File: src/rtl/rs_mul_if.sv
// rs_mul_if: dispatch, CDB snoop and issue signals of the multiply reservation station.
//   slave  : the reservation station (consumes dispatch/CDB, drives issue + dp_rdy)
//   master : the environment (dispatch stage, CDB, multiply unit)
interface rs_mul_if #(
  parameter int TAG_WIDTH = 6,
  parameter int DATA_W    = 32
);
  logic                 i_flush;
  logic                 i_dp_vld;
  logic                 o_dp_rdy;
  logic                 i_dp_signed1;
  logic                 i_dp_signed2;
  logic                 i_dp_sel_high;
  logic [DATA_W-1:0]    i_dp_src1;
  logic                 i_dp_src1_vld;
  logic [TAG_WIDTH-1:0] i_dp_src1_tag;
  logic [DATA_W-1:0]    i_dp_src2;
  logic                 i_dp_src2_vld;
  logic [TAG_WIDTH-1:0] i_dp_src2_tag;
  logic [TAG_WIDTH-1:0] i_dp_dst_tag;
  logic                 i_cdb_vld;
  logic [TAG_WIDTH-1:0] i_cdb_tag;
  logic [DATA_W-1:0]    i_cdb_data;
  logic                 i_ex_accessable;
  logic                 o_is_vld;
  logic                 o_is_signed1;
  logic                 o_is_signed2;
  logic                 o_is_sel_high;
  logic [DATA_W-1:0]    o_is_src1;
  logic [DATA_W-1:0]    o_is_src2;
  logic [TAG_WIDTH-1:0] o_is_dst_tag;

  modport slave (
    input  i_flush, i_dp_vld, i_dp_signed1, i_dp_signed2, i_dp_sel_high,
           i_dp_src1, i_dp_src1_vld, i_dp_src1_tag,
           i_dp_src2, i_dp_src2_vld, i_dp_src2_tag, i_dp_dst_tag,
           i_cdb_vld, i_cdb_tag, i_cdb_data, i_ex_accessable,
    output o_dp_rdy, o_is_vld, o_is_signed1, o_is_signed2, o_is_sel_high,
           o_is_src1, o_is_src2, o_is_dst_tag
  );

  modport master (
    output i_flush, i_dp_vld, i_dp_signed1, i_dp_signed2, i_dp_sel_high,
           i_dp_src1, i_dp_src1_vld, i_dp_src1_tag,
           i_dp_src2, i_dp_src2_vld, i_dp_src2_tag, i_dp_dst_tag,
           i_cdb_vld, i_cdb_tag, i_cdb_data, i_ex_accessable,
    input  o_dp_rdy, o_is_vld, o_is_signed1, o_is_signed2, o_is_sel_high,
           o_is_src1, o_is_src2, o_is_dst_tag
  );
endinterface

File: src/rtl/rs_mul.sv
// rs_mul: reservation station in front of the multiply unit.
//   Holds up to DEPTH dispatched multiply ops, snoops the CDB for missing
//   operands, and issues the oldest ready op when the unit is accessable.
// Ports:
//   clk, rst : clock, asynchronous active-high reset
//   bus      : rs_mul_if.slave (flush, dispatch, CDB, issue)
// Optional feature macro: RS_MUL_WAKEUP_BYPASS_EN
//   defined   -> an operand matching the live CDB counts as ready this cycle and
//                the issue mux forwards i_cdb_data (0-cycle wakeup-to-issue)
//   undefined -> readiness from registered state only (1-cycle wakeup-to-issue)
`ifndef RV32_DATA_WIDTH
`define RV32_DATA_WIDTH 32
`endif

module rs_mul #(
  parameter int DEPTH     = 4,
  parameter int TAG_WIDTH = 6
) (
  input  logic   clk,
  input  logic   rst,
  rs_mul_if.slave bus
);
  localparam int DW   = `RV32_DATA_WIDTH;
  localparam int IDXW = (DEPTH > 1) ? $clog2(DEPTH) : 1;

  typedef struct packed {
    logic                 s1;
    logic                 s2;
    logic                 sh;
    logic [DW-1:0]        a;
    logic                 a_rdy;
    logic [TAG_WIDTH-1:0] a_tag;
    logic [DW-1:0]        b;
    logic                 b_rdy;
    logic [TAG_WIDTH-1:0] b_tag;
    logic [TAG_WIDTH-1:0] dst;
  } ent_t;

  ent_t                        ent_q [DEPTH];
  ent_t                        ent_d [DEPTH];
  logic [DEPTH-1:0]            vld_q, vld_d;
  // older_q[j][i] = entry j was dispatched before entry i
  logic [DEPTH-1:0][DEPTH-1:0] older_q, older_d;

  logic [DEPTH-1:0] a_hit, b_hit, rdy, pick;
  logic [IDXW-1:0]  sel, free;
  logic             any_rdy, is_fire, dp_rdy, dp_fire;
  logic             dp_a_hit, dp_b_hit;
  ent_t             sel_e, new_e;

  // wakeup / readiness / oldest-ready selection
  always_comb begin
    a_hit = '0;
    b_hit = '0;
    rdy   = '0;
    pick  = '0;
    for (int i = 0; i < DEPTH; i++) begin
      a_hit[i] = bus.i_cdb_vld && (ent_q[i].a_tag == bus.i_cdb_tag);
      b_hit[i] = bus.i_cdb_vld && (ent_q[i].b_tag == bus.i_cdb_tag);
`ifdef RS_MUL_WAKEUP_BYPASS_EN
      rdy[i] = vld_q[i] && (ent_q[i].a_rdy || a_hit[i]) && (ent_q[i].b_rdy || b_hit[i]);
`else
      rdy[i] = vld_q[i] && ent_q[i].a_rdy && ent_q[i].b_rdy;
`endif
    end
    // an entry is picked when no other ready entry is older than it
    for (int i = 0; i < DEPTH; i++) begin
      logic blk;
      blk = 1'b0;
      for (int j = 0; j < DEPTH; j++)
        blk = blk | (rdy[j] & older_q[j][i]);
      pick[i] = rdy[i] & ~blk;
    end
  end

  always_comb begin
    sel  = '0;
    free = '0;
    for (int i = 0; i < DEPTH; i++)
      if (pick[i]) sel = IDXW'(i);
    for (int i = DEPTH-1; i >= 0; i--)
      if (!vld_q[i]) free = IDXW'(i);
  end

  assign any_rdy = |rdy;
  assign is_fire = any_rdy & bus.i_ex_accessable & ~bus.i_flush;
  assign dp_rdy  = ~&vld_q;
  assign dp_fire = bus.i_dp_vld & dp_rdy & ~bus.i_flush;
  assign sel_e   = ent_q[sel];

  // issue outputs: zero when nothing is ready
  always_comb begin
    bus.o_is_vld      = is_fire;
    bus.o_is_signed1  = any_rdy & sel_e.s1;
    bus.o_is_signed2  = any_rdy & sel_e.s2;
    bus.o_is_sel_high = any_rdy & sel_e.sh;
    bus.o_is_dst_tag  = any_rdy ? sel_e.dst : '0;
`ifdef RS_MUL_WAKEUP_BYPASS_EN
    bus.o_is_src1 = !any_rdy ? '0 : (sel_e.a_rdy ? sel_e.a : bus.i_cdb_data);
    bus.o_is_src2 = !any_rdy ? '0 : (sel_e.b_rdy ? sel_e.b : bus.i_cdb_data);
`else
    bus.o_is_src1 = any_rdy ? sel_e.a : '0;
    bus.o_is_src2 = any_rdy ? sel_e.b : '0;
`endif
  end
  assign bus.o_dp_rdy = dp_rdy;

  // incoming entry, capturing a matching broadcast in the dispatch cycle
  assign dp_a_hit = !bus.i_dp_src1_vld && bus.i_cdb_vld && (bus.i_dp_src1_tag == bus.i_cdb_tag);
  assign dp_b_hit = !bus.i_dp_src2_vld && bus.i_cdb_vld && (bus.i_dp_src2_tag == bus.i_cdb_tag);
  always_comb begin
    new_e.s1    = bus.i_dp_signed1;
    new_e.s2    = bus.i_dp_signed2;
    new_e.sh    = bus.i_dp_sel_high;
    new_e.a     = dp_a_hit ? bus.i_cdb_data : bus.i_dp_src1;
    new_e.a_rdy = bus.i_dp_src1_vld | dp_a_hit;
    new_e.a_tag = bus.i_dp_src1_tag;
    new_e.b     = dp_b_hit ? bus.i_cdb_data : bus.i_dp_src2;
    new_e.b_rdy = bus.i_dp_src2_vld | dp_b_hit;
    new_e.b_tag = bus.i_dp_src2_tag;
    new_e.dst   = bus.i_dp_dst_tag;
  end

  always_comb begin
    ent_d   = ent_q;
    vld_d   = vld_q;
    older_d = older_q;
    for (int i = 0; i < DEPTH; i++) begin
      if (vld_q[i] && !ent_q[i].a_rdy && a_hit[i]) begin
        ent_d[i].a     = bus.i_cdb_data;
        ent_d[i].a_rdy = 1'b1;
      end
      if (vld_q[i] && !ent_q[i].b_rdy && b_hit[i]) begin
        ent_d[i].b     = bus.i_cdb_data;
        ent_d[i].b_rdy = 1'b1;
      end
    end
    if (is_fire) vld_d[sel] = 1'b0;
    // free slot is never the issuing slot, so both updates coexist
    if (dp_fire) begin
      ent_d[free] = new_e;
      vld_d[free] = 1'b1;
      for (int j = 0; j < DEPTH; j++) begin
        older_d[j][free] = vld_q[j];
        older_d[free][j] = 1'b0;
      end
    end
    if (bus.i_flush) vld_d = '0;
  end

  always_ff @(posedge clk or posedge rst) begin
    if (rst) begin
      vld_q   <= '0;
      older_q <= '0;
      for (int i = 0; i < DEPTH; i++) ent_q[i] <= '0;
    end else begin
      vld_q   <= vld_d;
      older_q <= older_d;
      for (int i = 0; i < DEPTH; i++) ent_q[i] <= ent_d[i];
    end
  end
endmodule

File: src/flat_wrapper.sv
// flat-port wrapper written by rule: the top's interface ports become plain ports
module rs_mul_flat 
#(
  parameter int DEPTH     = 4,
  parameter int TAG_WIDTH = 6
)
  (clk, rst, bus_i_flush, bus_i_dp_vld, bus_i_dp_signed1, bus_i_dp_signed2, bus_i_dp_sel_high, bus_i_dp_src1, bus_i_dp_src1_vld, bus_i_dp_src1_tag, bus_i_dp_src2, bus_i_dp_src2_vld, bus_i_dp_src2_tag, bus_i_dp_dst_tag, bus_i_cdb_vld, bus_i_cdb_tag, bus_i_cdb_data, bus_i_ex_accessable, bus_o_dp_rdy, bus_o_is_vld, bus_o_is_signed1, bus_o_is_signed2, bus_o_is_sel_high, bus_o_is_src1, bus_o_is_src2, bus_o_is_dst_tag);
  rs_mul_if #(.TAG_WIDTH(TAG_WIDTH), .DATA_W((32))) bus_i ();
  input  logic clk;
  input  logic rst;
  input wire logic [$bits(bus_i.i_flush)-1:0] bus_i_flush;
  input wire logic [$bits(bus_i.i_dp_vld)-1:0] bus_i_dp_vld;
  input wire logic [$bits(bus_i.i_dp_signed1)-1:0] bus_i_dp_signed1;
  input wire logic [$bits(bus_i.i_dp_signed2)-1:0] bus_i_dp_signed2;
  input wire logic [$bits(bus_i.i_dp_sel_high)-1:0] bus_i_dp_sel_high;
  input wire logic [$bits(bus_i.i_dp_src1)-1:0] bus_i_dp_src1;
  input wire logic [$bits(bus_i.i_dp_src1_vld)-1:0] bus_i_dp_src1_vld;
  input wire logic [$bits(bus_i.i_dp_src1_tag)-1:0] bus_i_dp_src1_tag;
  input wire logic [$bits(bus_i.i_dp_src2)-1:0] bus_i_dp_src2;
  input wire logic [$bits(bus_i.i_dp_src2_vld)-1:0] bus_i_dp_src2_vld;
  input wire logic [$bits(bus_i.i_dp_src2_tag)-1:0] bus_i_dp_src2_tag;
  input wire logic [$bits(bus_i.i_dp_dst_tag)-1:0] bus_i_dp_dst_tag;
  input wire logic [$bits(bus_i.i_cdb_vld)-1:0] bus_i_cdb_vld;
  input wire logic [$bits(bus_i.i_cdb_tag)-1:0] bus_i_cdb_tag;
  input wire logic [$bits(bus_i.i_cdb_data)-1:0] bus_i_cdb_data;
  input wire logic [$bits(bus_i.i_ex_accessable)-1:0] bus_i_ex_accessable;
  output wire logic [$bits(bus_i.o_dp_rdy)-1:0] bus_o_dp_rdy;
  output wire logic [$bits(bus_i.o_is_vld)-1:0] bus_o_is_vld;
  output wire logic [$bits(bus_i.o_is_signed1)-1:0] bus_o_is_signed1;
  output wire logic [$bits(bus_i.o_is_signed2)-1:0] bus_o_is_signed2;
  output wire logic [$bits(bus_i.o_is_sel_high)-1:0] bus_o_is_sel_high;
  output wire logic [$bits(bus_i.o_is_src1)-1:0] bus_o_is_src1;
  output wire logic [$bits(bus_i.o_is_src2)-1:0] bus_o_is_src2;
  output wire logic [$bits(bus_i.o_is_dst_tag)-1:0] bus_o_is_dst_tag;
  assign bus_i.i_flush = bus_i_flush;
  assign bus_i.i_dp_vld = bus_i_dp_vld;
  assign bus_i.i_dp_signed1 = bus_i_dp_signed1;
  assign bus_i.i_dp_signed2 = bus_i_dp_signed2;
  assign bus_i.i_dp_sel_high = bus_i_dp_sel_high;
  assign bus_i.i_dp_src1 = bus_i_dp_src1;
  assign bus_i.i_dp_src1_vld = bus_i_dp_src1_vld;
  assign bus_i.i_dp_src1_tag = bus_i_dp_src1_tag;
  assign bus_i.i_dp_src2 = bus_i_dp_src2;
  assign bus_i.i_dp_src2_vld = bus_i_dp_src2_vld;
  assign bus_i.i_dp_src2_tag = bus_i_dp_src2_tag;
  assign bus_i.i_dp_dst_tag = bus_i_dp_dst_tag;
  assign bus_i.i_cdb_vld = bus_i_cdb_vld;
  assign bus_i.i_cdb_tag = bus_i_cdb_tag;
  assign bus_i.i_cdb_data = bus_i_cdb_data;
  assign bus_i.i_ex_accessable = bus_i_ex_accessable;
  assign bus_o_dp_rdy = bus_i.o_dp_rdy;
  assign bus_o_is_vld = bus_i.o_is_vld;
  assign bus_o_is_signed1 = bus_i.o_is_signed1;
  assign bus_o_is_signed2 = bus_i.o_is_signed2;
  assign bus_o_is_sel_high = bus_i.o_is_sel_high;
  assign bus_o_is_src1 = bus_i.o_is_src1;
  assign bus_o_is_src2 = bus_i.o_is_src2;
  assign bus_o_is_dst_tag = bus_i.o_is_dst_tag;
  rs_mul #(.DEPTH(DEPTH), .TAG_WIDTH(TAG_WIDTH)) u_core (.clk(clk), .rst(rst), .bus(bus_i));
endmodule
File: config.mk
export PLATFORM = sky130hd
export DESIGN_NAME = rs_mul_flat
export DESIGN_NICKNAME = d
export VERILOG_FILES = /design/src/rtl/rs_mul_if.sv /design/src/rtl/rs_mul.sv /design/src/flat_wrapper.sv
export SDC_FILE = /design/constraint.sdc
export NUM_CORES = 1
export LEC_CHECK = 0
export BUFFER_PORTS_ARGS = -buffer_cell sky130_fd_sc_hd__buf_4
export CORE_MARGIN = 1.5
export CORE_UTILIZATION = 61
export CTS_CLUSTER_DIAMETER = 150
export CTS_CLUSTER_SIZE = 20
export DETAILED_ROUTE_END_ITERATION = 8
export PLACE_DENSITY = 0.82
export SYNTH_ARGS = -nofsm -noshare
export SYNTH_HDL_FRONTEND = slang
export SYNTH_SLANG_ARGS = --single-unit
File: constraint.sdc
create_clock -name clk -period 21.2 [get_ports clk]
set_input_delay 2.12 -clock clk [delete_from_list [all_inputs] [get_ports clk]]
set_output_delay 2.12 -clock clk [all_outputs]
set_load 0.005 [all_outputs]
Word level (Yosys, flattened, before mapping)
Index checks and enable logic that the tools add are counted.
{"block": "op_classes", "n_lt_le_gt_ge": 7, "n_eq_ne": 10, "mux": 46, "n_bitwise": 50, "reduce_logical": 52}
{"op": "bitwise mux 348 bit", "count": 1}
{"op": "two-way mux 345 bit", "count": 1}
{"op": "two-way mux 33 bit", "count": 8}
{"op": "two-way mux 87 bit", "count": 3}
{"op": "binary-select mux 87 bit (select 2 bit)", "count": 1}
{"op": "demux 87 bit (select 2 bit)", "count": 1}
{"op": "two-way mux 32 bit", "count": 4}
{"op": "AND 16 bit", "count": 4}
{"op": "inverter 16 bit", "count": 4}
{"op": "equality test 6 bit", "count": 10}
{"op": "logical AND 1 bit", "count": 39}
{"op": "demux 4 bit (select 2 bit)", "count": 4}
{"op": "AND 1 bit", "count": 22}
{"op": "bitwise mux 4 bit", "count": 4}
{"op": "two-way mux 4 bit", "count": 4}
{"op": "two-way mux 2 bit", "count": 7}
{"op": "logical NOT 1 bit", "count": 11}
{"op": "OR 1 bit", "count": 11}
{"op": "greater-or-equal comparator 3 bit, second input constant", "count": 2}
{"op": "< comparator 2 x 3 -> 1 bit, second input constant", "count": 2}
{"op": "two-way mux 6 bit", "count": 1}
{"op": "inverter 2 -> 3 bit", "count": 2}
{"op": "AND 4 bit", "count": 1}
{"op": "demux 1 bit (select 2 bit)", "count": 2}
{"op": "other kinds (9)", "count": 16}
{"block": "totals", "ff_bits": 368, "in_bits": 131}

Depth between registers and ports, before layout
Gate-level depths: netlist (run 1).
{"block": "depth", "ltp_word": 21, "mapped_depth": 9, "mapped_depth_nobuf": 5}

Worst setup path after synthesis (run 1)
No wires, ideal clock.
{"block": "synth_path", "path_type": "input-to-output", "start": "input port bus_i_flush", "end": "output port bus_o_is_vld", "t_arrival_ns": 2.527, "required_time_ns": 19.080, "slack_ns": 16.553, "cell_stages": 2, "n_path_buf": 0, "cell_sequence": "a311o_1 > inv_1"}
{"block": "synth_between", "elab_chain_len": 2}
{"item": "from (decl)", "line": "flat_wrapper.sv:11", "text": "input wire logic [$bits(bus_i.i_flush)-1:0] bus_i_flush;"}
{"item": "inverter 1 bit", "line": "rs_mul.sv:86", "text": "assign is_fire = any_rdy & bus.i_ex_accessable & ~bus.i_flush;"}
{"item": "AND 1 bit", "line": "rs_mul.sv:86"}
{"item": "to (decl)", "line": "flat_wrapper.sv:28", "text": "output wire logic [$bits(bus_i.o_is_vld)-1:0] bus_o_is_vld;"}
No other way between the ends.

Final worst setup path (run 1)
{"block": "layout_path", "start": "register u_core.vld_q[2]", "end": "output port bus_o_is_src1[3]"}
{"block": "layout_between", "elab_chain_len": 15}
{"item": "from (decl)", "line": "rs_mul.sv:41", "text": "logic [DEPTH-1:0] vld_q, vld_d;"}
{"item": "from (signal assigned)", "line": "rs_mul.sv:157", "text": "vld_q <= vld_d;"}
{"item": "logical AND 1 bit (*) (2 in series)", "line": "rs_mul.sv:63", "text": "rdy[i] = vld_q[i] && ent_q[i].a_rdy && ent_q[i].b_rdy;"}
{"item": "AND 1 bit", "line": "rs_mul.sv:71", "text": "blk = blk | (rdy[j] & older_q[j][i]);"}
{"item": "OR 1 bit (2 in series)", "line": "rs_mul.sv:71"}
{"item": "inverter 1 bit", "line": "rs_mul.sv:72", "text": "pick[i] = rdy[i] & ~blk;"}
{"item": "AND 1 bit", "line": "rs_mul.sv:72"}
{"item": "two-way mux 1 bit", "line": "rs_mul.sv:80", "text": "if (pick[i]) sel = IDXW'(i);"}
{"item": "two-way mux 2 bit (2 in series)", "line": "rs_mul.sv:80"}
{"item": "inverter 2 -> 3 bit (not written as such)", "line": "rs_mul.sv:89", "text": "assign sel_e = ent_q[sel];"}
{"item": "binary-select mux 87 bit (select 2 bit)", "line": "rs_mul.sv:89"}
{"item": "two-way mux 87 bit (not written as such) (2 in series)", "line": "rs_mul.sv:89"}
{"item": "two-way mux 32 bit (*)", "line": "rs_mul.sv:102", "text": "bus.o_is_src1 = any_rdy ? sel_e.a : '0;"}
{"item": "to (decl)", "line": "flat_wrapper.sv:32", "text": "output wire logic [$bits(bus_i.o_is_src1)-1:0] bus_o_is_src1;"}
Mark *: on every way between the ends. The rest lies on a longest branch, timed or not. The select of a mux whose other input is x is not followed.

==> flow_summary_export.csv, run 1 <==
group,metric,value,unit
timing,fin_setup_tns,0,ns
cts,cts_resized,0,
cells_and_area,multiInputGateArea,8670,um^2
min_path,hold_path_class,"flop to flop",
route,vias_per_cell,7.08,
timing,finalCritPeriodShare,26.2,%
setup_path,setup.worst_path.class,"flop to output pin",
synthesis,yosysUniqueCellTypes,52,
synthesis,async_reset_ff_share,100,%
synthesis,yosysWarnings,0,
run,drv_cap,0,
cells_and_area,nets,2067,
synthesis,ys_seq_area_share,48.3,%
synthesis,synth-seq-cells,364,
placed_design,postPlaceCellArea,20400,um^2
cells_and_area,final_cells,2333,
cells_and_area,final_common_cell,"dfrtp_1",
cts,cts_tree,"done",
timing,worstMarginPinSlew,1.32,ns
grt,grt_max_degree,194,
timing,min_period,5.55,ns
cts,clockBufferDepth,3,
cts,root_buffer,"clkbuf_16",
die,ios,206,
cells_and_area,final_cell_mix,"dfrtp_1 (364), nand2_1 (272), buf_4 (233), or3_1 (193), o221a_2 (190)",
die,die_h,179,um
cells_and_area,seq_area,9110,um^2
placed_design,post-place-ws,16.21,ns
die,rows,64,
cells_and_area,area_growth,11.6,%
timing,drv_slew,0,
cells_and_area,drive_gt1_share,26.5,%
cts,clk_latency,0.54,ns
placed_design,portBuffers,205,
die,start_util,61.8,%
route,wl_met2,28100,um
timing,layout_setup_ws,15.65,ns
grt,globalRouteTotalUtil,37.2,%
cells_and_area,fillers,2293,
setup_path,crit_fanout,73,
route,highest_layer,"met5",
timing,skew,0.0267,ns
synthesis,synth_edf_count,0,
grt,antenna_found_initial,2,
grt,overflow,0,
timing,setup_viol,0,
cts,clk_pin_slew,0.09,ns
cts,cts_setup_buffers,0,
cells_and_area,fin_area,21000,um^2
timing,rsz0062_at_grt,"no",
route,final_antenna_net_count,0,
grt,grt_pass1_wl,92100,um
timing,max_freq,0.180,GHz
synthesis,synth-main-ff-cell,"dfrtp_1",
placed_design,dp_cells,2308,
setup_path,cp-start-kind,"flop",
cts,cts_buffers,22,
cts,hold_buffers,0,
route,wl_per_cell,25.7,um
timing,max-slew-margin-rel,11.7,%
grt,grt_pass1_vias,16400,
pwr,total_leakage_power,9.93,nW
setup_path,cp.arrival,3.43,ns
cts,h-tree-depth,1,
placed_design,gp_congestion,0.880,
pwr,power,1.65,mW
die,die_w,179,um
route,wl_met1,23300,um
route,drt_wl_total,60000,um
route,drc_errors,0,
placed_design,dp_hpwl,34400,um
route,drt_iter0_drc,2166,
route,drtPass1Iterations,8,
synthesis,syn_area,18800,um^2
route,num_vias,16500,
pwr,p_per_area,78.2,nW/um^2
run_status,status,"finished, final reports clean",
timing,hold_viol,0,
synthesis,synthCells,1852,
setup_path,crit_path_end_kind,"output pin",
synthesis,avgSynthCellArea,10.2,um^2
cts,cts.sinks,364,
pwr,ir_drop,0.0796,mV
synthesis,syn-num-nets,1983,
die,core,30500,um^2
setup_path,required,19.08,ns
die,die_area,32000,um^2
route,wl_met3,6390,um
==> kinds of logic (layout without fill, tap and decap cells) <==
kind of cell | Yosys count | in the layout | synth area share [%]
other | 0 | 1 | 0
buffers and inverters | 277 | 361 | 6.41
XOR/XNOR | 60 | 60 | 2.79
flip-flops | 364 | 364 | 48.3
AND/OR/NAND/NOR | 700 | 700 | 18.5
multiplexers | 94 | 94 | 5.13
AO/OA/AOI/OAI | 357 | 357 | 18.9
==> per-stage QoR <==
step | hold WS (ns) | utilization [%]
after floorplan | 0.443 | -
after global placement | 0.457 | 67.0
after detailed placement | 0.461 | 67.0
after CTS | 0.482 | 68.9
after global routing | 0.496 | 68.9
final | 0.478 | 68.9
==> state kept, by name (all words and copies together), names as in the netlist <==
register,flops
u_core.vld_q,4
u_core.older_q,12
u_core.ent_q,348
==> metal layers <==
| metal | GRT usage, % | vias to the layer above |
|---|---|---|
| met5 | 0 | - |
| met4 | 14.4 | 2 |
| met1 | 49.9 | 8242 |
| li1 | - | 6948 |
| met3 | 7.78 | 185 |
| met2 | 59.3 | 1135 |
==> cells in the mapped netlist (3+ instances only) <==
library cell	number	share of area (%)
dfrtp_1	364	48
nand2_1	274	5.5
or3_1	193	6.4
o221a_2	190	11
inv_1	103	2.1
nand3_1	87	2.3
clkbuf_1	84	1.7
mux2i_1	73	3.9
nor3_1	73	1.9
o211ai_1	73	2.9
buf_2	56	1.5
a221oi_1	52	2.4
nor2_1	31	0.62
xnor2_1	30	1.4
xor2_1	30	1.4
mux2_2	21	1.3
buf_4	16	0.64
a221oi_2	13	1.0
buf_1	13	0.26
nand4_1	7	0.23
a21oi_1	5	0.13
a22oi_1	5	0.20
and3_1	5	0.17
buf_6	5	0.30
and2_1	4	0.13
nand2b_1	4	0.13
nor4_1	4	0.13
nor3_2	3	0.16
o21ai_0	3	0.080
==> where the power goes <==
group	internal [mW]	total, mW	leakage (nW)	switching, mW
clock network	0.195	0.430	0.291	0.235
logic	0.184	0.345	5.12	0.162
registers	0.804	0.870	4.52	0.0663
==> area by class of cell <==
type / count / share of cell area [%]
sequential: 364 / 43.3
clock buffer: 23 / 2.74
clock inverter: 1 / 0.0773
timing repair buffer: 234 / 8.41
tap: 396 / 2.36
antenna: 1 / 0.0119
multi-input combinational: 1211 / 41.2
inverter: 103 / 1.87
==> critical path, stage by stage (launching register included) <==
cell and delay, ns:
dfrtp_1 0.67, nand3_1 0.26, a211oi_1 0.27, and3_2 0.22, a311o_2 0.10, buf_4 0.77
o211ai_1 0.36, buf_4 0.23
==> path summary, 6_finish.rpt <==
kind | startpoint | depth (start not counted) | slack [ns] | end
max in group asynchronous | rst | 3 | 17.96 | u_core.ent_q[70]
worst min-delay path | u_core.ent_q[179] | 2 | 0.48 | u_core.ent_q[179]
min in group asynchronous | rst | 2 | 1.70 | u_core.ent_q[220]
worst max register to register | u_core.vld_q[0] | 6 | 18.05 | u_core.ent_q[53]
worst max-delay path | u_core.vld_q[2] | 7 | 15.65 | bus_o_is_src1[3]
worst min register to register | u_core.ent_q[179] | 2 | 0.48 | u_core.ent_q[179]
(Power assumes the default switching activity.)
==> inputs of run 2 (changes only) <==
--- a/config.mk
+++ b/config.mk
@@ -7,11 +7,11 @@
 export LEC_CHECK = 0
 export BUFFER_PORTS_ARGS = -buffer_cell sky130_fd_sc_hd__buf_4
 export CORE_MARGIN = 1.5
-export CORE_UTILIZATION = 61
+export CORE_UTILIZATION = 54
 export CTS_CLUSTER_DIAMETER = 150
 export CTS_CLUSTER_SIZE = 20
 export DETAILED_ROUTE_END_ITERATION = 8
-export PLACE_DENSITY = 0.82
+export PLACE_DENSITY = 0.77
 export SYNTH_ARGS = -nofsm -noshare
 export SYNTH_HDL_FRONTEND = slang
 export SYNTH_SLANG_ARGS = --single-unit
==> constraint.sdc (replaced) <==
create_clock -name clk -period 5.06 [get_ports clk]
set_input_delay 0.506 -clock clk [delete_from_list [all_inputs] [get_ports clk]]
set_output_delay 0.506 -clock clk [all_outputs]
set_load 0.005 [all_outputs]
==> flow_summary_export.csv, run 2 (synthesized netlist as in run 1, its figures left out) <==
group,metric,value,unit
run_status,status,"finished, final reports clean",
grt,antenna_found_initial,6,
min_path,hold_path_class,"primary input to flop",
pwr,power,6.90,mW
cells_and_area,top_regs,"u_core.ent_q: 348 flops, u_core.older_q: 12 flops, u_core.vld_q: 4 flops",
setup_path,setup.worst_path.class,"flop to output pin",
pwr,total_leakage_power,9.96,nW
cells_and_area,drive_gt1_share,26.6,%
timing,setup_viol,0,
setup_path,crit_path_end_kind,"output pin",
cts,cts_tree,"done",
cells_and_area,final_core_util,61.5,%
setup_path,required,4.55,ns
pwr,p_per_area,326,nW/um^2
placed_design,gp_congestion,0.889,
cells_and_area,area_growth,12.4,%
timing,finalCritPeriodShare,74.1,%
route,vias_per_cell,6.77,
route,drtPass1Iterations,6,
cells_and_area,final_cell_mix,"dfrtp_1 (364), nand2_1 (272), buf_4 (234), or3_1 (193), o221a_2 (190)",
cts,clockBufferDepth,3,
die,ios,206,
timing,skew,0.0308,ns
die,die_w,190,um
timing,fin_setup_tns,0,ns
grt,globalRouteTotalUtil,33.5,%
placed_design,portBuffers,205,
grt,grt_max_degree,151,
die,rows,68,
route,drt_iter0_drc,2218,
cts,root_buffer,"clkbuf_16",
setup_path,critPathBufInv,2,
cts,clk_pin_slew,0.09,ns
cells_and_area,largest_register_ffs,348,
die,core,34500,um^2
route,final_antenna_net_count,0,
timing,drv_slew,0,
placed_design,postPlaceCellArea,20600,um^2
die,start_util,54.7,%
route,wl_per_cell,25.2,um
cts,cts.sinks,364,
cts,clk_latency,0.56,ns
setup_path,crit_fanout,46,
grt,grt_pass1_vias,16400,
setup_path,crit_family,"compound AO/OA/AOI/OAI gates",
setup_path,cp_cell_sequence,"and3_1 -> a211oi_1 -> and2_2 -> a311o_2 -> buf_12 -> o211ai_1 -> buf_4",
run,drv_cap,0,
cts,h-tree-depth,1,
die,die_area,36000,um^2
timing,max-slew-margin-rel,14.9,%
cells_and_area,nets,2072,
grt,overflow,0,
cells_and_area,final_common_cell,"dfrtp_1",
timing,min_period,3.75,ns
grt,grt_pass1_wl,94800,um
timing,hold_viol,0,
timing,worstMarginPinSlew,1.27,ns
setup_path,cp.arrival,3.24,ns
timing,max_freq,0.267,GHz
cells_and_area,regMostFlops,"u_core.ent_q",
pwr,ir_drop,0.279,mV
cts,cts_buffers,22,
route,num_vias,16300,
route,drt_wl_total,60500,um
cells_and_area,fin_area,21200,um^2
setup_path,reg2reg_slack,2.13,ns
die,die_h,190,um
placed_design,dp_hpwl,36500,um
setup_path,slowest_delay,0.62,ns
timing,hold_ws,0.169,ns
route,drc_errors,0,
setup_path,cpMaxStageDelayCell,"a311o_2",
timing,rsz0062_at_grt,"no",
setup_path,cp-start-kind,"flop",
## run 2: cell count changes in the layout (fill, tap and decap cells not counted)
cell	change
diode_2	+4
buf_12	+3
buf_4	+1
clkbuf_16	-1
clkinv_8	+1
clkinvlp_4	+1
dlygate4sd3_1	+1
inv_8	-1
## run 2: worst paths after layout
| check | startpoint | end | cells past startpoint |
|---|---|---|---|
| max | u_core.vld_q[2] | bus_o_is_src1[6] | 7 |
| min | bus_i_flush | u_core.vld_q[2] | 2 |
| max reg2reg | u_core.vld_q[3] | u_core.ent_q[37] | 5 |
| min reg2reg | u_core.ent_q[265] | u_core.ent_q[265] | 2 |
| max in group asynchronous | rst | u_core.ent_q[198] | 5 |
| min in group asynchronous | rst | u_core.ent_q[48] | 3 |
## run 2: layout make-up
| cell class | instances | area, um^2 |
|---|---|---|
| clock inverters | 2 | 32.5 |
| fillers | 2902 | 13300 |
| multi-input cells | 1211 | 8670 |
| clock buffers | 22 | 551 |
| repair buffers | 239 | 1850 |
| diodes | 5 | 12.5 |
| well taps | 455 | 569 |
| inverters | 103 | 390 |
| flip-flops and latches | 364 | 9110 |
## run 2: where the power goes
part | switching [mW] | internal [mW]
clock network | 1.00 | 0.790
registers | 0.286 | 3.37
logic | 0.683 | 0.774
## run 2: routing by layer
layer | part of all wire (%) | GRT usage, %
met2 | 45 | 51.6
met4 | 3.1 | 11.8
met3 | 11 | 7.21
met5 | 0.043 | 0
met1 | 41 | 46.8
## run 2: per-stage QoR
step | instances | setup slack, ns
floorplan | 1852 | -0.328
global placement | 2371 | 1.96
detailed placement | 2371 | 1.96
CTS | 2396 | 1.36
global route | 2398 | 1.21
finish | 2401 | 1.31
## run 2: worst register-to-register path: stages, from the launching register on
cell and delay (ns):
dfrtp_1 0.53, nand2_1 0.11, or3_1 0.37, nor4_1 0.64, or2_2 0.85, o221a_2 0.36
## run 2: what timing repair did
item	4_1_cts	5_1_grt
setup buffers	0	0
hold endpoints to repair	9	0
resized for setup	0	0
hold buffers	1	0
